$ cat config.mk
export PLATFORM = sky130hd
export DESIGN_NAME = bcd_count_7seg
export DESIGN_NICKNAME = d
export VERILOG_FILES = /design/src/rtl/seg7_pkg.sv /design/src/rtl/bcd_digit.sv /design/src/rtl/bcd_count_7seg.sv
export SDC_FILE = /design/constraint.sdc
export NUM_CORES = 1
export LEC_CHECK = 0
export BUFFER_PORTS_ARGS = -buffer_cell sky130_fd_sc_hd__buf_2
export CAP_MARGIN = 5
export CORE_ASPECT_RATIO = 0.5
export CORE_MARGIN = 3
export CORE_UTILIZATION = 31
export CTS_CLUSTER_DIAMETER = 40
export DETAILED_ROUTE_END_ITERATION = 6
export PLACE_DENSITY = 0.51
export SLEW_MARGIN = 5
export SYNTH_ARGS = -nofsm -noshare
export SYNTH_HDL_FRONTEND = slang
export SYNTH_SLANG_ARGS = --single-unit
$ cat constraint.sdc
create_clock -name clk -period 4.8 [get_ports clk]
set_clock_uncertainty 0.15 [all_clocks]
set_input_delay 0.24 -clock clk [delete_from_list [all_inputs] [get_ports clk]]
set_output_delay 0.24 -clock clk [all_outputs]
set_load 0.02 [all_outputs]
$ cat src/rtl/seg7_pkg.sv
// Shared seven-segment definitions: digit patterns and the BCD-to-segment encoder.
// Segments are active-high, bit order {g,f,e,d,c,b,a}.
package seg7_pkg;

    localparam int unsigned SEG_W = 7;

    localparam logic [SEG_W-1:0] SEG_0 = 7'h3F;
    localparam logic [SEG_W-1:0] SEG_1 = 7'h06;
    localparam logic [SEG_W-1:0] SEG_2 = 7'h5B;
    localparam logic [SEG_W-1:0] SEG_3 = 7'h4F;
    localparam logic [SEG_W-1:0] SEG_4 = 7'h66;
    localparam logic [SEG_W-1:0] SEG_5 = 7'h6D;
    localparam logic [SEG_W-1:0] SEG_6 = 7'h7D;
    localparam logic [SEG_W-1:0] SEG_7 = 7'h07;
    localparam logic [SEG_W-1:0] SEG_8 = 7'h7F;
    localparam logic [SEG_W-1:0] SEG_9 = 7'h6F;

    // Non-BCD codes blank the digit.
    function automatic logic [SEG_W-1:0] bcd_to_seg(input logic [3:0] bcd);
        logic [SEG_W-1:0] seg;
        case (bcd)
            4'd0:    seg = SEG_0;
            4'd1:    seg = SEG_1;
            4'd2:    seg = SEG_2;
            4'd3:    seg = SEG_3;
            4'd4:    seg = SEG_4;
            4'd5:    seg = SEG_5;
            4'd6:    seg = SEG_6;
            4'd7:    seg = SEG_7;
            4'd8:    seg = SEG_8;
            4'd9:    seg = SEG_9;
            default: seg = '0;
        endcase
        return seg;
    endfunction

endpackage

$ cat src/rtl/bcd_digit.sv
// One decade of a BCD up/down counter. carry flags a step that rolls the digit over
// (9->0 counting up, 0->9 counting down) and drives the next decade's step.
module bcd_digit (
    input  logic       clk,
    input  logic       rst,
    input  logic       step,
    input  logic       up,
    input  logic       clr,
    output logic [3:0] digit,
    output logic       carry
);

    logic [3:0] digit_q, digit_d;
    logic       at_limit;

    // Next digit: clear wins over step; roll over at the limit for the current direction.
    always_comb begin
        at_limit = up ? (digit_q == 4'd9) : (digit_q == 4'd0);
        carry    = step && at_limit;
        digit_d  = digit_q;
        if (clr) begin
            digit_d = 4'd0;
        end else if (step) begin
            if (up) begin
                digit_d = at_limit ? 4'd0 : digit_q + 4'd1;
            end else begin
                digit_d = at_limit ? 4'd9 : digit_q - 4'd1;
            end
        end
    end

    // Digit register with synchronous reset.
    always_ff @(posedge clk) begin
        if (rst) begin
            digit_q <= 4'd0;
        end else begin
            digit_q <= digit_d;
        end
    end

    assign digit = digit_q;

endmodule

$ cat src/rtl/bcd_count_7seg.sv
// Two-digit BCD event counter: prescaler, 00-99 up/down count, wrap pulse and
// registered two-digit segment word for the display multiplexer.
module bcd_count_7seg
    import seg7_pkg::*;
#(
    parameter int unsigned TICK_DIV = 1000,
    parameter int unsigned CBITS    = 10
) (
    input  logic                 clk,
    input  logic                 rst,
    input  logic                 en,
    input  logic                 up,
    input  logic                 clr,
    output logic [7:0]           value,
    output logic [2*SEG_W-1:0]   both7seg,
    output logic                 wrap
);

    localparam logic [CBITS-1:0] PCNT_LAST = CBITS'(TICK_DIV - 1);

    logic [CBITS-1:0]   pcnt_q, pcnt_d;
    logic               tick;
    logic [3:0]         ones, tens;
    logic               ones_carry, tens_carry;
    logic               wrap_q, wrap_d;
    logic [2*SEG_W-1:0] seg_q;

    // Prescaler next state: holds while disabled so a paused period resumes where it left off.
    always_comb begin
        tick   = en && (pcnt_q == PCNT_LAST);
        pcnt_d = pcnt_q;
        if (clr || tick) begin
            pcnt_d = '0;
        end else if (en) begin
            pcnt_d = pcnt_q + CBITS'(1);
        end
        // A clear discards a coincident tick, so it must also suppress the wrap pulse.
        wrap_d = tens_carry && !clr;
    end

    bcd_digit u_ones (
        .clk   (clk),
        .rst   (rst),
        .step  (tick),
        .up    (up),
        .clr   (clr),
        .digit (ones),
        .carry (ones_carry)
    );

    bcd_digit u_tens (
        .clk   (clk),
        .rst   (rst),
        .step  (ones_carry),
        .up    (up),
        .clr   (clr),
        .digit (tens),
        .carry (tens_carry)
    );

    // Prescaler, wrap pulse and segment registers; segments trail value by one cycle.
    always_ff @(posedge clk) begin
        if (rst) begin
            pcnt_q <= '0;
            wrap_q <= 1'b0;
            seg_q  <= {SEG_0, SEG_0};
        end else begin
            pcnt_q <= pcnt_d;
            wrap_q <= wrap_d;
            seg_q  <= {bcd_to_seg(tens), bcd_to_seg(ones)};
        end
    end

    assign value    = {tens, ones};
    assign both7seg = seg_q;
    assign wrap     = wrap_q;

`ifdef FORMAL
    // A held clear would starve the prescaler, so liveness assumes it stays low.
    m_en_often: assume property (@(posedge clk) s_eventually en);
    m_no_clr:   assume property (@(posedge clk) !clr);
    a_live:     assert property (@(posedge clk) disable iff (rst) s_eventually tick);
`endif

endmodule
==> qor.log, run 1 <==
qor: status.result_of_the_run finished clean
qor: flow_run.cap_violations 0
qor: worst_setup_path.crit_buf_inv 1
qor: grt.grt_pass1_wl 6310 um
qor: layout.flow.area_growth_from_synthesis 17.3%
qor: place.dpl.hpwl 2660 um
qor: worst_setup_path.path_depth 6
qor: place.dpl-instance-area 0.00198 sq mm
qor: floorplanning.core_area 0.00527 sq mm
qor: timing.finalMaxSlewViolations 0
qor: worst_setup_path.critical_path.startpoint_type flop
qor: worst_setup_path.largest_fanout_on_the_critical_path 12
qor: routing.final_antenna_net_count 0
qor: clocking.cts.hold.buffers_added 0
qor: synth.syn-cell-area 0.00181 sq mm
qor: worst_hold_path.hp-class input pin to flop
qor: synth.yosysWarnings 0
qor: worst_setup_path.timing.critical_path.required 4.85 ns
qor: routing.drt_first_iter_violations 68
qor: timing.worst_slew_pin_tran 0.854 ns
qor: layout.layout-drive-gt1-share 15.5%
qor: place.gp_congestion 0.753
qor: synth.sequential_to_total_area_share_from_yosys_stat 36.5%
qor: clocking.tritoncts_sinks 33
qor: routing.drt_first_pass_iters 4
qor: floorplanning.die_height 60.0 um
qor: routing.drt_drc_violations_left 0
qor: synth.synth_fp_nets 239
qor: floorplanning.die_width 114 um
qor: grt.gr-total-overflow 0
qor: power.vdd_ir_drop_max 0.128 mV
qor: routing.routed_wire_length_per_instance 12.1 um
qor: synth.synth.distinct_cells 40
qor: layout.final_net_count 260
qor: timing.finalCriticalPeriod 2.22 ns
qor: floorplanning.std_cell_rows 18
qor: timing.finalSetupViolCount 0
qor: routing.dr.max_layer_used met4
qor: synth.synth.ff_latch_count 33
qor: timing.layout_worst_path_cycle_share 46.2%
qor: power.totalPowerFinal 0.000601 W
qor: worst_hold_path.hold_path_depth 2
qor: worst_setup_path.critical_path_arrival 2.26 ns
qor: grt.first_global_vias 1,345
qor: clocking.cts_repair_resize_count 0
qor: grt.pin_count_of_the_biggest_net_entering_global_routing 21
qor: timing.rsz0062_at_grt no
qor: clocking.clk_root_buffer_cell clkbuf_16
qor: clocking.ctsLongestPathBuffers 2
qor: synth.syn-instance-count 217
qor: place.port_buffers 27
qor: clocking.cts_tree built
qor: layout.final_core_utilization 40.3%
qor: worst_setup_path.timing_worst_setup_path_type flop to flop
qor: routing.viasPerCell 4.95
qor: clocking.tritoncts.num_buffers 5
qor: routing.drt-total-wl 3740 um
qor: timing.relSlewSlack 42.6%
qor: worst_setup_path.crit_path_cell_trace inv_1 > ha_1 > and4b_1 > a31oi_1 > o21ai_0 > a21oi_1
qor: routing.route.vias.total 1,526
qor: worst_setup_path.critical_path.top_delay_family compound AO/OA/AOI/OAI gates
qor: worst_setup_path.r2r_cells 6
qor: clocking.cts.reportedPaths.clkPinSlew 0.05 ns
qor: worst_setup_path.end_kind flop
qor: floorplanning.ioPinCount 28
qor: routing.met3RoutedLength 254 um
qor: layout.num_antenna_cells 0
qor: grt.grt.total_usage 11.6%
qor: power.total_leakage_power 0.807 nW
qor: worst_setup_path.largest_stage_delay_on_the_critical_path 0.58 ns
qor: timing.fin_setup_tns 0 ns
qor: timing.fmax 451 MHz
qor: clocking.worst_skew_pair.late_latency 0.27 ns
qor: worst_setup_path.timing.critical_path.slowest_stage_cell dfxtp_1
qor: layout.stdcell_area 0.00212 sq mm
qor: timing.hold_viol_final 0
qor: power.power_density 283 mW/mm^2
qor: floorplanning.starting_density_of_the_core 34.4%
qor: clocking.post-cts-setup-buffer-count 0
qor: synth.synth_area_per_cell 8.34 sq um
qor: routing.met2RoutedLength 1420 um
qor: grt.antenna_violations_before_repair 0
qor: routing.routedLengthMet1 2050 um
qor: floorplanning.die_area 0.00685 sq mm
qor: clocking.cts_htree_levels 2
-- stage by stage --
step | std cells | setup slack (ns) | hold WS [ns]
floorplan | 217 | 2.81 | 0.284
global placement | 301 | 2.66 | 0.348
detailed placement | 301 | 2.64 | 0.359
CTS | 308 | 2.62 | 0.139
global route | 308 | 2.38 | 0.173
finish | 308 | 2.58 | 0.150
-- cell usage after synthesis --
| cell | instances | share of area, % |
|---|---|---|
| a21o_1 | 4 | 1.7 |
| o21ai_0 | 11 | 3.0 |
| dfxtp_1 | 33 | 36 |
| a21oi_1 | 19 | 5.3 |
| a21boi_0 | 1 | 0.41 |
| nand3_1 | 6 | 1.7 |
| nor2b_1 | 4 | 1.4 |
| buf_4 | 1 | 0.41 |
| xor2_1 | 4 | 1.9 |
| a31o_2 | 1 | 0.48 |
| mux2i_1 | 1 | 0.55 |
| o31ai_1 | 1 | 0.41 |
| nor3_1 | 10 | 2.8 |
| xnor2_1 | 9 | 4.4 |
| nand2b_1 | 6 | 2.1 |
| or4_4 | 1 | 0.62 |
| o311a_1 | 2 | 1.1 |
| or3_1 | 1 | 0.35 |
| a31oi_1 | 1 | 0.35 |
| nor4b_1 | 1 | 0.48 |
| ha_1 | 17 | 12 |
| nor4_1 | 4 | 1.4 |
| or3b_1 | 1 | 0.48 |
| clkbuf_1 | 11 | 2.3 |
| and4b_1 | 2 | 1.1 |
| inv_1 | 13 | 2.7 |
| o21bai_1 | 2 | 0.83 |
| o2111a_1 | 1 | 0.62 |
| and2_1 | 1 | 0.35 |
| a211oi_1 | 1 | 0.41 |
| o41ai_1 | 2 | 0.97 |
| nor2_1 | 23 | 4.8 |
| o2111ai_1 | 2 | 0.97 |
| o211ai_1 | 1 | 0.41 |
| buf_1 | 1 | 0.21 |
| nand2_1 | 11 | 2.3 |
| or4b_2 | 1 | 0.55 |
| or4_1 | 1 | 0.41 |
| nand4_1 | 4 | 1.4 |
| or2_2 | 1 | 0.35 |
-- sequential cells by signal (all words and copies together) (netlist names) --
| signal | count |
|---|---|
| wrap | 1 |
| both7seg | 14 |
| u_tens.digit | 4 |
| pcnt_q | 10 |
| u_ones.digit | 4 |
-- report_power, final --
group | switching, W | internal (W)
clock | 0.000104 | 0.000203
sequential | 0.000000686 | 0.000275
combinational | 0.0000121 | 0.00000599
-- area by class of cell --
class	instances	area, sq um
Clock buffer	7	143
Fill cell	531	3150
Inverter	13	48.8
Multi-Input combinational cell	158	1050
Sequential cell	33	661
Tap cell	70	87.6
Timing Repair Buffer	27	135
-- per-layer routing --
| layer | global-route usage [%] | vias up |
|---|---|---|
| met2 | 16.8 | 28 |
| met4 | 2.54 | 0 |
| li1 | - | 799 |
| met3 | 4.95 | 2 |
| met1 | 15.9 | 697 |
| met5 | 0 | - |
-- final timing paths --
check	start	to	slack, ns
min reg2reg	pcnt_q[9]	pcnt_q[9]	0.36
max reg2reg	u_ones.digit[1]	u_tens.digit[2]	2.58
min	rst	both7seg[13]	0.15
max	u_ones.digit[1]	u_tens.digit[2]	2.58
-- worst register-to-register path: cells and delay by family, from the launching register on --
kind	cells	cell delay, ns
AND/OR/NAND/NOR	1	0.21
adder cells (fa/ha/maj)	1	0.22
AO/OA/AOI/OAI	3	0.81
buffers and inverters	1	0.16
flip-flops	1	0.58
-- cell families after synthesis --
family	count (synthesis)	synth area share [%]
flip-flops	33	36.5
adder cells (fa/ha/maj)	17	11.7
AO/OA/AOI/OAI	49	16.9
XOR/XNOR	13	6.29
buffers and inverters	26	5.60
AND/OR/NAND/NOR	78	22.4
multiplexers	1	0.553
-- layout by cell type, fill, tap and decap left out, drive strengths merged, types with 4 or more instances in the layout --
cell     n
a21o     4
nor2    23
dfxtp   33
buf     27
nor4     4
xnor2    9
nand3    6
nor2b    4
nand2   11
a21oi   19
ha      17
xor2     4
nand4    4
clkbuf   7
nor3    10
inv     13
o21ai   11
nand2b   6
Note: power is estimated with default switching activity, not from simulation.
==> run 2: changes to the inputs <==
Settings changed: PLACE_DENSITY 0.51 to 0.53.
Clock period 4.8 ns to 2 ns, I/O delays scaled along.
==> qor.log, run 2 (synthesized netlist as in run 1, its figures left out) <==
qor: grt.grt_pass1_wl 6850 um
qor: worst_hold_path.hp-class input pin to flop
qor: floorplanning.die_width 114 um
qor: place.dpl.hpwl 2960 um
qor: grt.antenna_violations_before_repair 0
qor: floorplanning.core_area 0.00527 sq mm
qor: clocking.cts_htree_levels 2
qor: timing.relSlewSlack 78.6%
qor: power.share_seq_of_total_power 41.4%
qor: grt.first_global_vias 1,470
qor: power.power_density 684 mW/mm^2
qor: timing.finalCriticalPeriod 1.96 ns
qor: routing.routed_wire_length_per_instance 11.9 um
qor: layout.final_net_count 282
qor: routing.route.vias.total 1,561
qor: worst_setup_path.largest_fanout_on_the_critical_path 2
qor: worst_setup_path.critical_path_arrival 2.01 ns
qor: grt.pin_count_of_the_biggest_net_entering_global_routing 20
qor: timing.rsz0062_at_grt yes
qor: layout.layout_commonest_cell dfxtp_1
qor: grt.grt.total_usage 12.7%
qor: power.vdd_ir_drop_max 0.327 mV
qor: clocking.tritoncts.num_buffers 5
qor: timing.layout_worst_path_cycle_share 97.8%
qor: layout.final_core_utilization 44.2%
qor: status.result_of_the_run finished clean
qor: worst_setup_path.critical_path.startpoint_type flop
qor: layout.largest_reg_flops 14
qor: clocking.cts_tree built
qor: routing.viasPerCell 4.72
qor: layout.layout_common_cells 30 x dfxtp_1, 27 x buf_2, 23 x nor2_1
qor: power.share_comb_of_total_power 3.1%
qor: clocking.tritoncts_sinks 33
qor: worst_setup_path.timing.critical_path.required 2.05 ns
qor: routing.final_antenna_net_count 0
qor: clocking.post-cts-setup-buffer-count 0
qor: routing.drt_first_iter_violations 60
qor: power.pint 0.00130 W
qor: worst_setup_path.end_kind flop
qor: timing.fmax 511 MHz
qor: floorplanning.std_cell_rows 18
qor: routing.drt_drc_violations_left 0
qor: power.totalPowerFinal 0.00160 W
qor: power.total_leakage_power 0.940 nW
qor: layout.flow.area_growth_from_synthesis 28.7%
qor: floorplanning.die_height 60.0 um
qor: layout.layout-drive-gt1-share 24.9%
qor: clocking.clk_root_buffer_cell clkbuf_16
qor: clocking.cts.reportedPaths.clkPinSlew 0.05 ns
qor: grt.gr-total-overflow 0
qor: floorplanning.ioPinCount 28
qor: flow_run.cap_violations 0
qor: power.power.net_switching 0.000296 W
qor: clocking.cts.hold.buffers_added 0
qor: floorplanning.die_area 0.00685 sq mm
qor: routing.drt-total-wl 3950 um
qor: layout.num_antenna_cells 0
qor: timing.finalMaxSlewViolations 0
qor: timing.worst_slew_pin_tran 0.318 ns
qor: clocking.ctsLongestPathBuffers 2
qor: routing.drt_first_pass_iters 4
qor: power.power.switching_fraction 18.5%
qor: power.power_frac_clock 55.5%
qor: place.gp_congestion 0.776
qor: place.port_buffers 27
qor: worst_setup_path.timing_worst_setup_path_type flop to flop
qor: timing.finalSetupViolCount 0
qor: clocking.worst_skew_pair.late_latency 0.27 ns
qor: floorplanning.starting_density_of_the_core 34.4%
qor: worst_setup_path.regToRegSetupSlack 0.04 ns
qor: timing.hold_viol_final 0
run 2: cell types whose count changed in the layout (fill, tap and decap cells not counted), sizes merged:
cell and change:
bufinv +1, buf +22
run 2: final timing paths:
path,from,end,cells past startpoint
min reg2reg,pcnt_q[9],pcnt_q[9],2
max,pcnt_q[4],u_tens.digit[0],4
max reg2reg,pcnt_q[4],u_tens.digit[0],4
min,rst,both7seg[6],2
run 2: area by class of cell:
class	instances	area, sq um
fillers	515	2940
multi-input cells	158	1060
flip-flops and latches	33	664
repair buffers	49	300
clock buffers	7	143
well taps	70	87.6
inverters	13	48.8
clock inverters	1	30.0
run 2: per-stage QoR:
stage	setup WS (ns)	setup TNS (ns)	hold WS (ns)	cell area, sq um	cells
after floorplan	0.0128	0	0.144	1810	217
after global placement	0.0566	0	0.290	2150	323
after detailed placement	0.0307	0	0.288	2150	323
after CTS	0.0252	0	0.00291	2320	331
after global routing	-0.0183	-0.0183	0.0384	2330	331
final	0.0447	0	0.00699	2330	331
run 2: metal layers:
| metal | wire [um] | vias to the layer above | global-route usage (%) |
|---|---|---|---|
| li1 | - | 836 | - |
| met1 | 2070 | 692 | 17.0 |
| met2 | 1600 | 31 | 19.3 |
| met3 | 256 | 2 | 4.65 |
| met4 | 17 | 0 | 3.55 |
| met5 | 0 | - | 0 |
run 2: power by group through the flow:
| stage | Clock, W | Sequential, W | Combinational [W] |
|---|---|---|---|
| after floorplan | 0 | 0.000675 | 0.0000329 |
| after global placement | 0 | 0.000674 | 0.0000499 |
| after detailed placement | 0 | 0.000674 | 0.0000491 |
| after CTS | 0.000907 | 0.000660 | 0.0000494 |
| after global routing | 0.000941 | 0.000660 | 0.0000561 |
| final | 0.000885 | 0.000660 | 0.0000499 |
run 2: worst max-delay path: stages (launching register included):
cell	delay (ns)
dfxtp_1	0.30
or3b_1	0.38
or4_4	0.42
or4_1	0.50
a21oi_1	0.13
run 2: repair_timing:
action,4_1_cts,5_1_grt
setup endpoints to repair,0,13
gates resized for setup,0,5
hold endpoints to repair,0,0
